===== config.mk =====
export PLATFORM = sky130hd
export DESIGN_NAME = onehot_scan_encoder_flat
export DESIGN_NICKNAME = d
export VERILOG_FILES = /design/src/rtl/onehot_scan_encoder_pkg.sv /design/src/rtl/onehot_scan_encoder_if.sv /design/src/rtl/onehot_scan_encoder_prio_enc8.sv /design/src/rtl/onehot_scan_encoder.sv /design/src/flat_wrapper.sv
export SDC_FILE = /design/constraint.sdc
export NUM_CORES = 1
export LEC_CHECK = 0
export CAP_MARGIN = 10
export CORE_MARGIN = 2
export CORE_UTILIZATION = 48
export CTS_CLUSTER_DIAMETER = 40
export DETAILED_ROUTE_END_ITERATION = 16
export PLACE_DENSITY = 0.77
export RECOVER_POWER = 100
export SKIP_CTS_REPAIR_TIMING = 1
export SLEW_MARGIN = 20
export SYNTH_ARGS = -nofsm -noshare
export SYNTH_HDL_FRONTEND = slang
export SYNTH_SLANG_ARGS = --single-unit

===== constraint.sdc =====
create_clock -name clk -period 9.2 [get_ports clk]
set_clock_uncertainty 0.05 [all_clocks]
set_input_delay 1.84 -clock clk [delete_from_list [all_inputs] [get_ports clk]]
set_output_delay 1.84 -clock clk [all_outputs]
set_load 0.03 [all_outputs]

===== src/rtl/onehot_scan_encoder_pkg.sv =====
// -----------------------------------------------------------------------------
// onehot_scan_encoder_pkg
//   Shared definitions for the one-hot scan encoder: line/code widths, the
//   controller state type and a population-count helper.
// -----------------------------------------------------------------------------
package onehot_scan_encoder_pkg;

    localparam int N_LINES = 8;                    // request lines
    localparam int CODE_W  = 3;                    // clog2(N_LINES)
    localparam int CNT_W   = 4;                    // holds 0..N_LINES

    typedef enum logic {
        IDLE = 1'b0,
        EMIT = 1'b1
    } state_t;

    // Number of set lines in an 8-bit request vector.
    function automatic logic [CNT_W-1:0] popcount8(input logic [7:0] v);
        logic [CNT_W-1:0] sum;
        sum = '0;
        for (int i = 0; i < 8; i++) begin
            sum = sum + {{(CNT_W-1){1'b0}}, v[i]};
        end
        return sum;
    endfunction

endpackage


===== src/rtl/onehot_scan_encoder_if.sv =====
// -----------------------------------------------------------------------------
// onehot_scan_encoder_if
//   Valid/ready code stream between the encoder (master) and a consumer
//   (slave).
//     code       : encoded line index {w0,w1,w2}, w0 = MSB
//     code_valid : code is presented
//     code_ready : consumer accepts the presented code
// -----------------------------------------------------------------------------
interface onehot_scan_encoder_if;
    import onehot_scan_encoder_pkg::*;

    logic [CODE_W-1:0] code;
    logic              code_valid;
    logic              code_ready;

    modport master (output code, output code_valid, input code_ready);
    modport slave  (input code, input code_valid, output code_ready);

endinterface


===== src/rtl/onehot_scan_encoder_prio_enc8.sv =====
// -----------------------------------------------------------------------------
// prio_enc8
//   Combinational 8-to-3 priority encoder with selectable direction.
//     lsb_first : 1 = lowest set index wins, 0 = highest set index wins
//     vec       : input lines
//     code      : index of the winning line (0 when vec is all-zero)
//     any       : at least one line is set
// -----------------------------------------------------------------------------
module prio_enc8
    import onehot_scan_encoder_pkg::*;
(
    input  logic               lsb_first,
    input  logic [N_LINES-1:0] vec,
    output logic [CODE_W-1:0]  code,
    output logic               any
);

    always_comb begin
        // NOTE: every output gets a value before any branch so no path can
        // leave it unassigned and infer a latch.
        code = '0;
        any  = |vec;
        // Later hits overwrite earlier ones, so the scan runs from the
        // lowest-priority end toward the winner.
        if (lsb_first) begin
            for (int i = N_LINES - 1; i >= 0; i--) begin
                if (vec[i]) code = CODE_W'(i);
            end
        end else begin
            for (int i = 0; i < N_LINES; i++) begin
                if (vec[i]) code = CODE_W'(i);
            end
        end
    end

endmodule


===== src/rtl/onehot_scan_encoder.sv =====
// -----------------------------------------------------------------------------
// onehot_scan_encoder
//   Captures an 8-line request vector on a start strobe and emits the 3-bit
//   index of every set line, one per valid/ready handshake, in priority
//   order; then pulses done. An all-zero capture pulses none instead.
//   Ports:
//     clk      : rising-edge clock
//     rst      : synchronous reset, active-high
//     en       : block enable; start is ignored while low
//     start    : capture strobe, sampled in IDLE only
//     y        : request lines, y[0] maps to code 000
//     cs       : code stream (code / code_valid / code_ready), master side
//     busy     : emission in progress
//     done     : one-cycle pulse after the last code is accepted
//     none     : one-cycle pulse when the captured vector was all-zero
//     pending  : number of set lines still to emit
// -----------------------------------------------------------------------------
module onehot_scan_encoder
    import onehot_scan_encoder_pkg::*;
#(
    parameter bit LSB_FIRST = 1'b1      // 1: y[0] emitted first
) (
    input  logic                         clk,
    input  logic                         rst,
    input  logic                         en,
    input  logic                         start,
    input  logic [N_LINES-1:0]           y,
    onehot_scan_encoder_if.master        cs,
    output logic                         busy,
    output logic                         done,
    output logic                         none,
    output logic [CNT_W-1:0]             pending
);

    state_t             state;
    logic [N_LINES-1:0] mask;           // lines not yet emitted

    logic [CODE_W-1:0]  cur_code;
    logic               cur_any_unused;
    logic [N_LINES-1:0] rest_mask;
    logic               rest_any;
    logic [CODE_W-1:0]  rest_code_unused;

    // Current code: mask is zero outside EMIT, so code reads 000 there.
    prio_enc8 u_cur (
        .lsb_first (LSB_FIRST),
        .vec       (mask),
        .code      (cur_code),
        .any       (cur_any_unused)
    );

    // Mask after the current line is accepted; empty means it was the last.
    assign rest_mask = mask & ~(N_LINES'(1) << cur_code);

    prio_enc8 u_rest (
        .lsb_first (LSB_FIRST),
        .vec       (rest_mask),
        .code      (rest_code_unused),
        .any       (rest_any)
    );

    assign busy          = (state == EMIT);
    assign cs.code_valid = busy;
    assign cs.code       = cur_code;

    // NOTE: all state is updated with non-blocking assignments so every
    // register sees the pre-edge values of the others.
    always_ff @(posedge clk) begin
        if (rst) begin
            state   <= IDLE;
            mask    <= '0;
            pending <= '0;
            done    <= 1'b0;
            none    <= 1'b0;
        end else begin
            done <= 1'b0;
            none <= 1'b0;
            unique case (state)
                IDLE: begin
                    if (en && start) begin
                        if (|y) begin
                            mask    <= y;
                            pending <= popcount8(y);
                            state   <= EMIT;
                        end else begin
                            none <= 1'b1;
                        end
                    end
                end
                EMIT: begin
                    // start/y/en are deliberately ignored here.
                    if (cs.code_ready) begin
                        mask    <= rest_mask;
                        pending <= pending - CNT_W'(1);
                        if (!rest_any) begin
                            state <= IDLE;
                            done  <= 1'b1;
                        end
                    end
                end
            endcase
        end
    end

endmodule


===== src/flat_wrapper.sv =====
// flat-port wrapper written by rule: the top's interface ports become plain ports
module onehot_scan_encoder_flat import onehot_scan_encoder_pkg::*;
#(
    parameter bit LSB_FIRST = 1'b1                              
)
  (clk, rst, en, start, y, busy, done, none, pending, cs_code, cs_code_valid, cs_code_ready);
  onehot_scan_encoder_if cs_i ();
  input  logic clk;
  input  logic rst;
  input  logic en;
  input  logic start;
  input  logic [N_LINES-1:0] y;
  output logic busy;
  output logic done;
  output logic none;
  output logic [CNT_W-1:0] pending;
  output wire logic [$bits(cs_i.code)-1:0] cs_code;
  output wire logic [$bits(cs_i.code_valid)-1:0] cs_code_valid;
  input wire logic [$bits(cs_i.code_ready)-1:0] cs_code_ready;
  assign cs_code = cs_i.code;
  assign cs_code_valid = cs_i.code_valid;
  assign cs_i.code_ready = cs_code_ready;
  onehot_scan_encoder #(.LSB_FIRST(LSB_FIRST)) u_core (.clk(clk), .rst(rst), .en(en), .start(start), .y(y), .cs(cs_i), .busy(busy), .done(done), .none(none), .pending(pending));
endmodule

Word level (Yosys, flattened, before mapping)
Index checks and enable logic that the tools add are counted.
{"block": "totals", "ff_bits": 15, "wordCells": 51, "output_inout_bits": 11, "inputBits": 13}
{"block": "op_classes", "n_addsub": 8, "eq_ne": 3, "n_mux": 23, "n_bitwise": 5, "shifts": 1, "n_reduce_logical": 6}
{"operator": "adder 4 x 1 -> 4 bit", "count": 6}
{"operator": "two-way mux 3 bit", "count": 8}
{"operator": "two-way mux 8 bit", "count": 3}
{"operator": "one-hot mux 8 bit (2 select lines)", "count": 1}
{"operator": "OR reduction 8 bit", "count": 2}
{"operator": "two-way mux 4 bit", "count": 3}
{"operator": "AND 8 bit", "count": 1}
{"operator": "NOT 8 bit", "count": 1}
{"operator": "one-hot mux 4 bit (2 select lines)", "count": 1}
{"operator": "<< shifter 1 x 3 -> 8 bit (first input constant)", "count": 1}
{"operator": "two-way mux 1 bit", "count": 6}
{"operator": "OR reduction 3 bit", "count": 2}
{"operator": "inequality test 2 x 1 -> 1 bit (second input constant)", "count": 2}
{"operator": "subtractor 4 x 1 -> 4 bit (second input constant)", "count": 1}
{"operator": "NOT 1 bit", "count": 3}
{"operator": "AND reduction 3 bit", "count": 1}
{"operator": "adder 1 x 1 -> 2 bit", "count": 1}
{"operator": "inequality test 2 bit (second input constant)", "count": 1}
{"operator": "one-hot mux 1 bit (2 select lines)", "count": 1}
{"operator": "logical AND 1 bit", "count": 1}

Depth between registers and ports, before layout
Gate-level depths: netlist of the first run.
{"block": "depth", "ltp_word": 15, "depth_mapped": 12, "ltp_nobuf": 12}

Modules after synthesis
Synthesis of the first run repeated with hierarchy kept, for this count alone.
{"block": "hier_totals", "hier_cells": 166, "hier_area_um2": 1312.5}
{"mod": "onehot_scan_encoder", "seq_area_each_um2": 300.3, "instances": 1, "cells_per_inst": 124, "area_each_um2": 1064.8}
{"mod": "prio_enc8", "seq_area_each_um2": 0.0, "instances": 2, "cells_per_inst": 21, "area_each_um2": 123.9}

Worst setup path before layout of the first run
No wires, ideal clock.
{"block": "synth_timing", "kind": "input to register", "start": "in y[0]", "end": "reg u_core.pending[2]", "slack_ns": 4.787, "arrival_time_ns": 4.292, "required_ns": 9.079, "path_buffers": 0, "path_stages": 11, "setup_time_ns": 0.071, "cell_sequence": "inv_1 > ha_1 > inv_1 > fa_1 > fa_1 > fa_1 > fa_1 > xor2_1 > o21ai_0 > o21ai_0 > a21oi_1"}
{"block": "synth_via", "elab_chain_cells": 10, "elab_cells_between_ends": 13, "classes_between": "add/sub: 7; eq/ne: 1; mux: 3; reduce/logical: 2"}
{"element": "start, declared", "line_no": "flat_wrapper.sv:12", "text": "input logic [N_LINES-1:0] y;"}
{"element": "adder 1 x 1 -> 2 bit", "line_no": "onehot_scan_encoder_pkg.sv:22", "text": "sum = sum + {{(CNT_W-1){1'b0}}, v[i]};"}
{"element": "adder 4 x 1 -> 4 bit (6 in series)", "line_no": "onehot_scan_encoder_pkg.sv:22"}
{"element": "two-way mux 4 bit", "line_no": "onehot_scan_encoder.sv:81", "text": "if (|y) begin"}
{"element": "two-way mux 4 bit", "line_no": "onehot_scan_encoder.sv:80", "text": "if (en && start) begin"}
{"element": "one-hot mux 4 bit (2 select lines)", "line_no": "onehot_scan_encoder.sv:78", "text": "unique case (state)"}
{"element": "end signal, assigned", "line_no": "onehot_scan_encoder.sv:83", "text": "pending <= popcount8(y);"}
{"element": "end signal, assigned", "line_no": "onehot_scan_encoder.sv:94", "text": "pending <= pending - CNT_W'(1);"}
{"element": "end, declared", "line_no": "onehot_scan_encoder.sv:32", "text": "output logic [CNT_W-1:0] pending"}
Several ways; a longest one is shown, not always the timed one. The select of a mux whose other input is x is not followed.
A chain may end at the register's enable or synchronous reset.

Worst setup path after layout of the first run
{"block": "layout_timing", "start": "in y[1]", "end": "reg u_core.pending[2]"}
The elaborated chain is that of the path after synthesis.

==> impl_metrics.csv, run 1 <==
group,metric,value,unit
finish,nNetsFinal,175,
finish,drive_gt1_frac,0.04605,
clock_tree,path_clk_slew,0.09,ns
clock_tree,root_buffer,"clkbuf_4",
grt,grt_overflow_total,0,
logic_synthesis,synth.yosys.seq_area_share,0.2784,
clock_tree,clkSinkCount,15,
worst_setup_path,crit_path_start_kind,"input port",
worst_setup_path,timing.rr.start,"u_core.busy$_SDFF_PP0_",
power_and_ir_drop,seqPwrFrac,0.419,
logic_synthesis,ys_seq_elements,15,
worst_setup_path,path_buf_inv,3,
grt,antenna_found_initial,0,
flow_run,max_cap_violations,0,
grt,grt_max_degree,18,
floorplan,fp.coreArea,2170,sq um
sta,maxSlewHeadroom,0.6019,
drt,drc,0,
power_and_ir_drop,combPwrFrac,0.369,
logic_synthesis,synthTopCellsByArea,"dfxtp_1 28%, fa_1 7.4%, a21oi_1 6.0%",
power_and_ir_drop,p_switching,0.06493,mW
sta,fmax,0.2035,GHz
finish,finish.utilization,0.6038,
grt,track_usage,0.2198,
worst_setup_path,critPathKind,"in -> reg",
logic_synthesis,syn_inst,134,
finish,mostFrequentLayoutCell,"inv_1",
hold_path,min_path_cells,2,
run_status,outcome,"completed",
worst_setup_path,cp_num_cells,12,
power_and_ir_drop,ir_worst_vdd,73.61,uV
clock_tree,clockBufferDepth,2,
logic_synthesis,syn_area,1079,sq um
worst_setup_path,crit_arrival,5.08,ns
clock_tree,clk_latency,0.28,ns
logic_synthesis,async_reset_ff_frac,0,
worst_setup_path,r2r_slack,7.01,ns
drt,first_pass_iters,4,
sta,rsz0062_at_grt,"no",
placement,place_hpwl,1958,um
sta,setup-violations-final,0,
drt,drt_iter0_drc,31,
sta,period_minus_slack,4.914,ns
worst_setup_path,slowest_stage,"dlygate4sd3_1",
sta,fin_ws,4.286,ns
clock_tree,cts_buffers,3,
logic_synthesis,synth_nets,156,
worst_setup_path,cp_top_family,"adder cells",
grt,grt_pass1_vias,975,
finish,num_antenna_cells,0,
placement,post-place-ws,4.064,ns
floorplan,dieArea,2642,sq um
sta,period_share,0.5342,
finish,syn_to_final_growth,21.46,%
floorplan,start_util,0.4971,
logic_synthesis,synth_edf_count,0,
hold_path,worstHoldStart,"u_core.pending[1]$_SDFFE_PP0P_",
power_and_ir_drop,powerDensity,138.1,nW/um^2
logic_synthesis,synth_ff_type,"dfxtp_1",
sta,hold_violations,0,
worst_setup_path,crit_path_max_incr_delay,0.58,ns
logic_synthesis,synth.distinct_cells,45,
drt,postRouteAntennaNets,0,
worst_setup_path,cp_max_fo,3,
finish,seqCellArea,300.3,sq um
finish,multi_input_area,654.4,sq um
placement,routabilityCongestion,0.7960,
worst_setup_path,cpMostUsedCell,"fa_1",
logic_synthesis,yosysTopAreaCell,"dfxtp_1",
logic_synthesis,yosysWarnings,0,
finish,nFillCells,217,
logic_synthesis,avgSynthCellArea,8.049,sq um
hold_path,holdPathEnd,"u_core.pending[1]$_SDFFE_PP0P_",
worst_setup_path,reg2reg_to,"u_core.mask[3]$_SDFFE_PP0P_",
worst_setup_path,worstPathCellList,"dlygate4sd3_1 -> inv_1 -> ha_1 -> inv_1 -> fa_1 -> fa_1 -> fa_1 -> fa_1 -> xor2_1 -> o21ai_0 -> o21ai_0 -> a21oi_1",
sta,slew_viol_final,0,
floorplan,die_w,51.40,um
power_and_ir_drop,p_leak,0.5494,nW
sta,tightest_slew,0.5964,ns
power_and_ir_drop,p_clk_frac,0.212,
floorplan,die_y,51.40,um
drt,num_vias,1030,
logic_synthesis,synth_top_cell_area_share,0.2784,
clock_tree,htreeDepth,1,
worst_setup_path,endpoint_kind,"register",
clock_tree,cts_tree,"built",
worst_setup_path,r2r_cells,4,
power_and_ir_drop,swShare,0.3589,
drt,via_per_inst,5.722,
finish,layout_common_cells,"17 x inv_1, 15 x dfxtp_1, 13 x a21oi_1, 13 x dlygate4sd3_1",
floorplan,row_count,17,
placement,port_buffers,23,
floorplan,ios,24,
sta,fin_tns_setup,0,ns
worst_setup_path,cp_data_required_time,9.36,ns
drt,routedWlPerCell,14.45,um
grt,grt_pass1_wl,4333,um
drt,routed_wl,2601,um
power_and_ir_drop,p_int,0.1160,mW
hold_path,hp-class,"reg -> reg",
-- power groups by stage --
stage	logic, mW	registers, mW	clock network, mW
finish	0.0667	0.0759	0.0383
global route	0.0736	0.0769	0.0424
CTS	0.0684	0.0758	0.0391
detailed placement	0.0682	0.0774	0
global placement	0.0656	0.0770	0
floorplan	0.0447	0.0789	0
-- logic make-up after synthesis --
logic type | after synthesis | share of synthesized area
mux | 1 | 0.009281
compound gates | 41 | 0.2529
fa+ha+maj | 10 | 0.1415
simple gates | 40 | 0.1949
xor+xnor | 1 | 0.008122
buf+inv | 26 | 0.1148
flops | 15 | 0.2784
-- routing by layer --
layer | global-route usage | wire (um) | share of wire
met1 | 0.2896 | 1197 | 0.46
met2 | 0.3483 | 1237 | 0.48
met3 | 0.03801 | 124 | 0.048
met4 | 0.1009 | 41 | 0.016
met5 | 0 | 0 | 0
-- cell type report --
cell class,count,area share
clock buffer,4,0.02006
inverter,17,0.04871
sequential,15,0.2292
timing repair buffer,23,0.1757
multi-input combinational,93,0.4995
tap,28,0.02674
-- through the flow --
step / instances / hold slack (ns) / power (mW) / area (sq um)
6_report: 180 / 0.4807 / 0.1809 / 1310
5_1_grt: 180 / 0.5201 / 0.1929 / 1310
4_1_cts: 180 / 0.4839 / 0.1833 / 1310
3_5_place_dp: 176 / 0.4713 / 0.1456 / 1284
3_3_place_gp: 176 / 0.4537 / 0.1426 / 1284
2_1_floorplan: 134 / 0.4610 / 0.1236 / 1079
-- state kept, by name, indices dropped and copies added (netlist names) --
| name | flops |
|---|---|
| u_core.busy | 1 |
| u_core.done | 1 |
| u_core.mask | 8 |
| u_core.none | 1 |
| u_core.pending | 4 |
-- how the worst max path moves through the flow --
stage                     start                              to  slack [ns]
final                      y[1]  u_core.pending[2]$_SDFFE_PP0P_        4.29
after global routing       y[1]  u_core.pending[2]$_SDFFE_PP0P_        4.12
after CTS                  y[0]  u_core.pending[2]$_SDFFE_PP0P_        4.36
after detailed placement   y[0]  u_core.pending[2]$_SDFFE_PP0P_        4.06
after global placement     y[0]  u_core.pending[2]$_SDFFE_PP0P_        4.19
after floorplan            y[0]  u_core.pending[2]$_SDFFE_PP0P_        4.79
-- synth_stat cells, drive strengths merged, types with 2 or more instances --
cell     n
inv     17
dfxtp   15
a21oi   13
nand2   10
nor3     8
o21ai    8
buf      6
ha       5
nand3    5
nor2     5
fa       4
clkbuf   3
a211oi   2
a311oi   2
nand3b   2
nor2b    2
o31ai    2
or4      2
-- tightest hold or removal path, delay by kind of cell (launching register included) --
kind / cells / cell delay, ns
AO/OA/AOI/OAI: 1 / 0.06
flip-flops: 1 / 0.35
AND/OR/NAND/NOR: 1 / 0.08
(Power assumes the default switching activity.)
==> run 2: changes to the inputs <==
clock period = 4.7 ns   (was 9.2 ns; I/O delays follow)
==> results of run 2 <==
The final DEF is identical to that of run 1. Status: completed.
Main changes from that run: final weighted congestion in routability-driven placement 0.7960 -> 0.7961; setup slack after placement 4.064 ns -> 0.4643 ns; setup slack after layout 4.286 ns -> 0.6856 ns; register-to-register setup slack 7.01 ns -> 2.51 ns; total power 0.1809 mW -> 0.3541 mW; worst IR drop on VDD 73.61 uV -> 144.1 uV
==> run 3: changes to the inputs <==
SETUP_SLACK_MARGIN = 0.4   (was unset)
clock period = 4.3 ns   (was 4.7 ns; I/O delays follow)
==> run 3 against run 2 <==
Worst setup slack worse by 0.29 ns. Via count down 0.49%. Count of clock-buffer cells in the layout unchanged. Largest power group unchanged. Power up 9.1%. Global-route usage unchanged. Core utilization unchanged. Cell count unchanged. Combinational power up 8%. Critical path depth unchanged. Flip-flop and latch count unchanged.
==> impl_metrics.csv, run 3 (synthesized netlist as in run 1, its figures left out) <==
group,metric,value,unit
clock_tree,root_buffer,"clkbuf_4",
floorplan,die_y,51.40,um
power_and_ir_drop,p_int,0.2482,mW
power_and_ir_drop,p_leak,0.5494,nW
sta,fmax,0.2564,GHz
floorplan,dieArea,2642,sq um
finish,layout_common_cells,"17 x inv_1, 15 x dfxtp_1, 13 x a21oi_1, 13 x dlygate4sd3_1",
clock_tree,cts_buffers,3,
clock_tree,htreeDepth,1,
sta,setup-violations-final,0,
clock_tree,clk_latency,0.28,ns
sta,maxSlewHeadroom,0.6045,
sta,whs,0.4834,ns
worst_setup_path,r2r_cells,4,
finish,fin_cells,180,
clock_tree,path_clk_slew,0.09,ns
finish,drive_gt1_frac,0.04605,
grt,antenna_found_initial,0,
sta,fin_ws,0.4001,ns
run_status,outcome,"completed",
power_and_ir_drop,powerDensity,294.9,nW/um^2
drt,num_vias,1025,
floorplan,row_count,17,
drt,drc,0,
drt,routed_wl,2560,um
worst_setup_path,cp-startpoint,"y[1]",
worst_setup_path,critPathKind,"in -> reg",
finish,seqCellArea,300.3,sq um
grt,grt_overflow_total,0,
power_and_ir_drop,swShare,0.3577,
hold_path,hp-class,"reg -> reg",
finish,finish.utilization,0.6038,
worst_setup_path,cp_max_fo,3,
clock_tree,cts_tree,"built",
sta,slew_viol_final,0,
floorplan,fp.coreArea,2170,sq um
sta,period_share,0.9070,
finish,regMostFlops,"u_core.mask",
drt,first_pass_iters,4,
finish,nNetsFinal,175,
power_and_ir_drop,power,0.3863,mW
drt,via_per_inst,5.694,
finish,largest_reg_flops,8,
drt,drt_iter0_drc,30,
power_and_ir_drop,seqPwrFrac,0.420,
sta,tightest_slew,0.5925,ns
worst_setup_path,cp_data_required_time,4.46,ns
finish,nFillCells,217,
placement,port_buffers,23,
grt,track_usage,0.2198,
worst_setup_path,crit_arrival,4.06,ns
worst_setup_path,timing.rr.start,"u_core.busy$_SDFF_PP0_",
placement,routabilityCongestion,0.7961,
worst_setup_path,crit_path_start_kind,"input port",
grt,grt_max_degree,18,
floorplan,die_w,51.40,um
finish,postLayoutCellArea,1310,sq um
worst_setup_path,reg2reg_to,"u_core.mask[3]$_SDFFE_PP0P_",
sta,period_minus_slack,3.900,ns
worst_setup_path,endpoint_kind,"register",
sta,hold_violations,0,
placement,place_hpwl,1958,um
finish,mostFrequentLayoutCell,"inv_1",
clock_tree,clockBufferDepth,2,
sta,rsz0062_at_grt,"no",
power_and_ir_drop,p_clk_frac,0.212,
floorplan,ios,24,
worst_setup_path,r2r_slack,2.12,ns
placement,post-place-ws,0.1443,ns
power_and_ir_drop,ir_worst_vdd,157.4,uV
grt,grt_pass1_vias,975,
flow_run,max_cap_violations,0,
hold_path,worstHoldStart,"u_core.pending[3]$_SDFFE_PP0P_",
hold_path,min_path_cells,1,
clock_tree,clkSinkCount,15,
floorplan,start_util,0.4971,
finish,multi_input_area,654.4,sq um
sta,fin_tns_setup,0,ns
finish,num_antenna_cells,0,
placement,placedCellCount,176,
power_and_ir_drop,p_switching,0.1382,mW
finish,syn_to_final_growth,21.46,%
grt,grt_pass1_wl,4333,um
drt,routedWlPerCell,14.22,um
power_and_ir_drop,combPwrFrac,0.368,
drt,postRouteAntennaNets,0,
finish,reg_top3,"u_core.mask (8), u_core.pending (4)",
hold_path,holdPathEnd,"u_core.pending[3]$_SDFFE_PP0P_",
placement,placed_area,1284,sq um
## run 3: cell counts in the layout (fill, tap and decap cells not counted)
No cell type changed its count.
## run 3: worst max-delay path: stages
cell and delay [ns]:
dlygate4sd3_1 0.57, inv_1 0.05, ha_1 0.27, inv_1 0.05, fa_1 0.50, fa_1 0.44
fa_1 0.42, fa_1 0.39, xor2_1 0.15, o21ai_0 0.14, o21ai_1 0.08, a21oi_1 0.14
## run 3: power groups by stage
stage / Clock (mW) / Sequential, mW / Combinational (mW)
5_1_grt: 0.0907 / 0.165 / 0.158
2_1_floorplan: 0 / 0.169 / 0.0957
6_report: 0.0818 / 0.162 / 0.142
3_5_place_dp: 0 / 0.166 / 0.146
3_3_place_gp: 0 / 0.165 / 0.140
4_1_cts: 0.0837 / 0.162 / 0.146
## run 3: metal layers
metal	global-route usage	vias up	routed length (um)
met4	0.1009	0	41
met2	0.3483	29	1241
li1	-	514	-
met1	0.2896	478	1178
met5	0	-	0
met3	0.03801	4	98
## run 3: layout make-up
cell class / count / area share
multi-input cells: 93 / 0.4995
flip-flops and latches: 15 / 0.2292
repair buffers: 23 / 0.1757
inverters: 17 / 0.04871
well taps: 28 / 0.02674
clock buffers: 4 / 0.02006
## run 3: worst max-delay path by stage
stage | cells after the start | slack, ns | endpoint
2_1_floorplan | 11 | 0.87 | u_core.pending[2]$_SDFFE_PP0P_
3_3_place_gp | 12 | 0.27 | u_core.pending[2]$_SDFFE_PP0P_
3_5_place_dp | 12 | 0.14 | u_core.pending[2]$_SDFFE_PP0P_
4_1_cts | 12 | 0.44 | u_core.pending[2]$_SDFFE_PP0P_
5_1_grt | 12 | 0.23 | u_core.pending[2]$_SDFFE_PP0P_
6_report | 12 | 0.40 | u_core.pending[2]$_SDFFE_PP0P_
